## config.mk

```make
export PLATFORM = sky130hd
export DESIGN_NAME = pea_fire_ctrl
export DESIGN_NICKNAME = d
export VERILOG_FILES = /design/src/rtl/pea_fire_ctrl.sv
export SDC_FILE = /design/constraint.sdc
export NUM_CORES = 1
export LEC_CHECK = 0
export CAP_MARGIN = 10
export CORE_ASPECT_RATIO = 1.4
export CORE_MARGIN = 8
export CORE_UTILIZATION = 43
export DETAILED_ROUTE_END_ITERATION = 10
export PLACE_DENSITY = 0.77
export SLEW_MARGIN = 15
export SYNTH_ARGS = -nofsm -noshare
export SYNTH_HDL_FRONTEND = slang
export SYNTH_SLANG_ARGS = --single-unit
```

## constraint.sdc

```tcl
create_clock -name clk -period 2.64 [get_ports clk]
set_input_delay 0.396 -clock clk [delete_from_list [all_inputs] [get_ports clk]]
set_output_delay 0.396 -clock clk [all_outputs]
set_load 0.005 [all_outputs]
```

## src/rtl/pea_fire_ctrl.sv

```systemverilog
// Firing-permission controller for a PEA actor: checks FIFO tokens/space per command.
// Optional stall timeout is enabled by defining PEA_STALL_TIMEOUT_EN.
module pea_fire_ctrl #(
    parameter int buffer_size = 1024,
    parameter int deg_width   = 4,
    parameter int arg_width   = 5,
    parameter int stall_limit = 255,
    localparam int CW = (buffer_size <= 1) ? 1 : $clog2(buffer_size)
) (
    input  logic                 clk,
    input  logic                 rst,
    input  logic                 mode_valid,
    input  logic [2:0]           mode,
    input  logic [arg_width-1:0] b,
    input  logic [deg_width-1:0] N,
    input  logic [CW-1:0]        command_pop,
    input  logic [CW-1:0]        data_pop,
    input  logic [CW-1:0]        result_free_space,
    input  logic [CW-1:0]        status_free_space,
    input  logic                 fire_done,
    output logic                 enable,
    output logic                 busy,
    output logic                 err,
`ifdef PEA_STALL_TIMEOUT_EN
    output logic                 timeout,
`endif
    output logic [15:0]          stall_count
);

    localparam int M1   = (CW > deg_width + 1) ? CW : deg_width + 1;
    localparam int M2   = (M1 > arg_width) ? M1 : arg_width;
    localparam int CMPW = M2 + 1;

    localparam logic [2:0] M_GET = 3'd0;
    localparam logic [2:0] M_STP = 3'd1;
    localparam logic [2:0] M_EVP = 3'd2;
    localparam logic [2:0] M_EVB = 3'd3;
    localparam logic [2:0] M_RST = 3'd4;
    localparam logic [2:0] M_OUT = 3'd5;

    typedef enum logic [1:0] {
        IDLE,
        CHECK,
        FIRE
    } state_e;

    state_e               state_q, state_d;
    logic [2:0]           mode_q, mode_d;
    logic [arg_width-1:0] b_q, b_d;
    logic [deg_width-1:0] n_q, n_d;
    logic [15:0]          stall_q, stall_d;
    logic                 enable_q, enable_d;
    logic                 err_q, err_d;
    logic                 tmo_q, tmo_d;

    logic [CMPW-1:0] cmd_x, dat_x, res_x, sta_x, b_x, n1_x, one_x;
    logic            fire_ok, illegal, rst_cmd;

    // Common width keeps N+1 from wrapping and makes every compare unsigned
    assign cmd_x = CMPW'(command_pop);
    assign dat_x = CMPW'(data_pop);
    assign res_x = CMPW'(result_free_space);
    assign sta_x = CMPW'(status_free_space);
    assign b_x   = CMPW'(b_q);
    assign one_x = CMPW'(1);
    assign n1_x  = CMPW'(n_q) + one_x;

    assign illegal = (mode_q > M_OUT);
    assign rst_cmd = mode_valid && (mode == M_RST);

    always_comb begin
        fire_ok = 1'b0;
        case (mode_q)
            M_GET:   fire_ok = (cmd_x >= one_x);
            M_STP:   fire_ok = (dat_x >= n1_x);
            M_EVP:   fire_ok = (dat_x >= one_x);
            M_EVB:   fire_ok = (dat_x >= b_x);
            M_RST:   fire_ok = 1'b1;
            M_OUT:   fire_ok = (res_x >= b_x) && (sta_x >= b_x);
            default: fire_ok = 1'b0;
        endcase
    end

    always_comb begin
        state_d  = state_q;
        mode_d   = mode_q;
        b_d      = b_q;
        n_d      = n_q;
        stall_d  = stall_q;
        enable_d = 1'b0;
        err_d    = 1'b0;
        tmo_d    = 1'b0;
        case (state_q)
            IDLE: begin
                if (mode_valid) begin
                    mode_d  = mode;
                    b_d     = b;
                    n_d     = N;
                    stall_d = '0;
                    state_d = CHECK;
                end
            end
            CHECK: begin
                if (rst_cmd) begin
                    mode_d   = M_RST;
                    state_d  = FIRE;
                    enable_d = 1'b1;
                end else if (illegal) begin
                    state_d = IDLE;
                    err_d   = 1'b1;
                end else if (fire_ok) begin
                    state_d  = FIRE;
                    enable_d = 1'b1;
`ifdef PEA_STALL_TIMEOUT_EN
                end else if (stall_q >= 16'(stall_limit)) begin
                    state_d = IDLE;
                    err_d   = 1'b1;
                    tmo_d   = 1'b1;
`endif
                end else if (stall_q != 16'hFFFF) begin
                    stall_d = stall_q + 16'd1;
                end
            end
            FIRE: begin
                enable_d = 1'b1;
                if (rst_cmd) begin
                    mode_d = M_RST;
                end else if (fire_done) begin
                    state_d  = IDLE;
                    enable_d = 1'b0;
                end
            end
            default: state_d = IDLE;
        endcase
    end

    always_ff @(posedge clk or negedge rst) begin
        if (!rst) begin
            state_q  <= IDLE;
            mode_q   <= '0;
            b_q      <= '0;
            n_q      <= '0;
            stall_q  <= '0;
            enable_q <= 1'b0;
            err_q    <= 1'b0;
            tmo_q    <= 1'b0;
        end else begin
            state_q  <= state_d;
            mode_q   <= mode_d;
            b_q      <= b_d;
            n_q      <= n_d;
            stall_q  <= stall_d;
            enable_q <= enable_d;
            err_q    <= err_d;
            tmo_q    <= tmo_d;
        end
    end

    assign enable      = enable_q;
    assign busy        = (state_q != IDLE);
    assign err         = err_q;
    assign stall_count = stall_q;
`ifdef PEA_STALL_TIMEOUT_EN
    assign timeout     = tmo_q;
`else
    logic unused_tmo;
    assign unused_tmo = tmo_q;
`endif

endmodule

```

Yosys cells after proc, flatten, opt, wreduce, memory -nomap -nowiden
Cells that the tools add are included.
W data, S select, Z words.

storage, ports and cells
  bits in registers = 32
  bits of input ports = 56
  output and inout bits = 19
  logic and storage cells = 72

operators by class
  add/subtract/negate cells = 2
  order comparisons = 7
  equal/unequal tests = 18
  mux-type cells = 26
  reductions and logical operators = 12

operator list
  kind                     number
  $mux W16                 5
  $ge A10 B5 Y1            4
  $pmux W16 S2             1
  $ge A10 B1 Y1 const B    2
  $add A16 B1 Y16 const B  1
  $ne A16 B16 Y1 const B   1
  $ne A2 B2 Y1 const B     7
  $mux W2                  6
  $eq A3 B3 Y1 const B     3
  $mux W1                  8
  $eq A3 B2 Y1 const B     2
  $mux W3                  2
  $pmux W1 S6              1
  $pmux W2 S3              1
  $pmux W3 S2              1
  $reduce_and A6 Y1        1
  $reduce_bool A2 Y1       3
  $add A4 B1 Y5 const B    1
  $ne A4 B4 Y1 const B     1
  $reduce_and A4 Y1        1
  $eq A3 B1 Y1 const B     1
  $gt A3 B3 Y1 const B     1
  $logic_not A3 Y1         1
  $reduce_and A3 Y1        1
  other kinds (8)          9

Longest topological paths before layout
  depth after elaboration = 7
  mapped depth = 10
  depth with buffers taken out = 9

Worst setup path before layout
OpenSTA, ideal clock, no wires.

  kind = input to register
  from = input port result_free_space[4]
  to = register stall_q[9], in the netlist stall_count[9]
  library setup time = 0.077 ns
  arrival time = 2.440 ns
  data required time = 2.563 ns
  slack = 0.123 ns
  stages on the path = 9
  buffers on the path = 1
  cells stage by stage = ha_1 > or4_4 > a2111oi_2 > o21ai_1 > o211ai_2 > nand3_2 > buf_6 > or4_1 > a21oi_1

between the ends
  word-level cells in the longest chain between the ends = 5

RTL lines
  what                         RTL line  RTL
  from (decl)                  18        input logic [CW-1:0] result_free_space,
  $ge A10 B5 Y1                79        M_OUT: fire_ok = (res_x >= b_x) && (sta_x >= b_x);
  $logic_and A1 B1 Y1          79
  $pmux W1 S6                  73        case (mode_q)
  $ne A2 B2 Y1 (no line)       --
  $reduce_and A6 Y1 (no line)  --
  to (signal assigned)         152       stall_q <= stall_d;
  to (decl)                    51        logic [15:0] stall_q, stall_d;

Every way passes these cells.
A chain may end at the register's enable or synchronous reset.

Worst setup path after layout
  from = input port result_free_space[3]
  to = register stall_q[15], in the netlist stall_count[15]

The elaborated chain is that of the path after synthesis.

==> results.json <==
{
  "status": "finished, final reports clean",
  "fin_nets": 429,
  "viasPerCell": 5.688,
  "antenna_found_initial": 0,
  "syn2layout_area_growth_pct": 44.81,
  "drive_gt1_share_pct": 15.80,
  "seq_power_share_pct": 29.2,
  "syn_area_um2": 2410,
  "synth_commonest_cells": "dfrtp_1 (32), ha_1 (25), inv_1 (18)",
  "vias": 2366,
  "met2_length_um": 3727,
  "io_pins": 75,
  "finalCritPeriodShare_pct": 96.68,
  "grt_usage_pct": 16.93,
  "wl_per_cell_um": 16.26,
  "yosysMostFrequentCell": "dfrtp_1",
  "yosysTopAreaCellShare_pct": 33.23,
  "cap_violations": 0,
  "syn_area_per_cell_um2": 9.269,
  "p_leak_uw": 0.001448,
  "relSlewSlack_pct": 64.34,
  "rows": 32,
  "finalWorstSetupSlack_ps": 87.76,
  "cts_max_level": 2,
  "synth_edf_count": 0,
  "critPathArrivalTime_ps": 2700,
  "pwr-share-clk_pct": 14.4,
  "power_frac_comb_pct": 56.4,
  "cp_data_required_time_ps": 2790,
  "drc": 0,
  "async_flop_share_pct": 100.0,
  "p_total_uw": 2524,
  "grt_overflow_total": 0,
  "synth_top_area_cell": "dfrtp_1",
  "numClockSinks": 32,
  "postRouteAntennaNets": 0,
  "crit_type": "in -> reg",
  "cts_inserted_buffers": 5,
  "portBuffers": 74,
  "cts_tree": "built",
  "grt_pass1_wl_um": 11430,
  "ctsHoldBuffers": 0,
  "cp-end-kind": "flop",
  "top_signal_layer_used": "met4",
  "stdcell_area_um2": 3490,
  "clockRootBuffer": "clkbuf_8",
  "clk_latency_ps": 290,
  "yosysSeqAreaShare_pct": 33.23,
  "drtIter0Drc": 114,
  "fmax_ghz": 0.3918,
  "reg2reg_depth": 10,
  "p_sw_uw": 1042,
  "start_util_pct": 44.26,
  "tns_ps": 0,
  "setup_viol": 0,
  "dp_hpwl_um": 5289,
  "grt_start_max_net_pins": 33,
  "synthTopCellsByArea": "dfrtp_1 (33%), ha_1 (13%), mux2_2 (4.2%)",
  "rsz0062_at_grt": "true",
  "synthFlopType": "dfrtp_1",
  "die_area_um2": 8290,
  "fillers": 472,
  "fin_skew_ps": 8.367,
  "diodes": 0,
  "drt_first_pass_iters": 4,
  "place_ws_ps": -434.1,
  "synth_warnings": 0,
  "cts_buffer_depth": 2,
  "die_w_um": 79.27,
  "place_congestion": 0.8314,
  "rrSetupSlack_ps": 170,
  "worstSetupStartpointType": "input port",
  "dr_wl_met3_um": 469,
  "critPathMaxFanout": 5,
  "first_global_vias": 2550,
  "hp-class": "in -> async",
  "path_clk_slew_ps": 70,
  "core_um2": 5445,
  "vdd_ir_drop_max_mv": 0.4637,
  "place_area_um2": 3283,
  "period_needed_ps": 2552,
  "ys_ff_latch": 32,
  "synth_cell_types": 48,
  "worst_pin_slew_ps": 534.3,
  "synthCells": 260,
  "power_density_nw_per_um2": 723.2,
  "synth_nets": 341,
  "p_int_uw": 1482,
  "swShare_pct": 41.27,
  "final-hold-violation-count": 0,
  "fin_util_pct": 64.09,
  "slew_viol_final": 0,
  "wl_met1_um": 2442,
  "dieHeight_um": 104.6,
  "totalWireLength_um": 6763
}
-- cell type report --
cell class / instances / area (µm²) / share of cell area [%]
tap: 68 / 85.08 / 2.438
timing repair buffer: 90 / 872.1 / 24.99
sequential: 32 / 800.8 / 22.95
multi-input combinational: 201 / 1587 / 45.46
inverter: 18 / 67.56 / 1.936
clock buffer: 6 / 72.57 / 2.080
clock inverter: 1 / 5.005 / 0.1434
-- path summary, 6_finish.rpt --
path                                       from               to
max                        result_free_space[3]  stall_count[15]
min                                         rst   stall_count[1]
max reg2reg                              b_q[3]  stall_count[15]
min reg2reg                              b_q[3]           b_q[3]
max in group asynchronous                   rst           n_q[2]
min in group clk                         b_q[3]           b_q[3]
-- power groups by stage --
stage | sequential (µW) | clock (µW) | combinational (µW)
after floorplan | 710 | 0 | 904
after global placement | 739 | 0 | 1270
after detailed placement | 748 | 0 | 1310
after CTS | 737 | 370 | 1380
after global routing | 755 | 393 | 1600
final | 737 | 362 | 1420
-- logic make-up (layout without fill, tap and decap cells) --
family	Yosys count	in the layout	share of synthesized area (%)
flip-flops	32	32	33.23
AO/OA/AOI/OAI	61	61	18.28
buffers and inverters	27	115	5.503
XOR/XNOR	2	2	0.7270
AND/OR/NAND/NOR	101	101	23.83
multiplexers	12	12	5.452
adder cells (fa/ha/maj)	25	25	12.98
-- metal layers --
metal | global-route usage, % | up-vias
met1 | 16.53 | 1114
li1 | - | 1155
met2 | 31.64 | 84
met5 | 0 | -
met3 | 5.060 | 13
met4 | 6.782 | 0
-- cell usage in the layout, fill, tap and decap left out, types with 3 or more instances in the layout --
cell / netlist / layout
clkdlybuf4s50_1: 0 / 74
dfrtp_1: 32 / 32
ha_1: 25 / 24
inv_1: 18 / 18
nand2_1: 17 / 16
a21oi_1: 17 / 15
o21ai_0: 14 / 14
buf_4: 0 / 13
nand4_1: 12 / 12
nand3_1: 11 / 11
nor2_1: 11 / 11
and3_1: 11 / 11
nand2b_1: 9 / 9
mux2_2: 9 / 9
or3_1: 7 / 7
nor4_1: 7 / 5
clkbuf_8: 0 / 5
o211ai_1: 4 / 4
o31ai_1: 5 / 3
mux2i_1: 3 / 3
buf_6: 4 / 3
-- worst max-delay path: stages --
cell and delay, ps:
clkdlybuf4s50_1 510, ha_4 220, a21o_1 210, a2111oi_4 340, o21ai_1 140, o211ai_2 120
nand3_2 150, buf_4 180, o41ai_4 340, a21oi_2 90
-- stage by stage --
stage	cells	hold WS, ps
floorplan	260	100.4
global placement	408	487.5
detailed placement	408	499.4
CTS	415	514.0
global route	416	537.3
finish	416	510.9
-- state kept, by name, indices dropped and copies added, names as in the netlist --
signal	flops
b_q	5
enable	1
err	1
mode_q	3
n_q	4
stall_count	16
state_q	2
-- what timing repair did --
| item | in CTS | in global routing |
|---|---|---|
| endpoints found under the hold margin | 0 | 0 |
| pin swaps | 10 | 7 |
| gates resized for setup | 11 | 10 |
| endpoints found under the setup margin | 15 | 13 |
| setup buffers | 0 | 1 |
No activity file was read; power rests on OpenSTA's default activity.
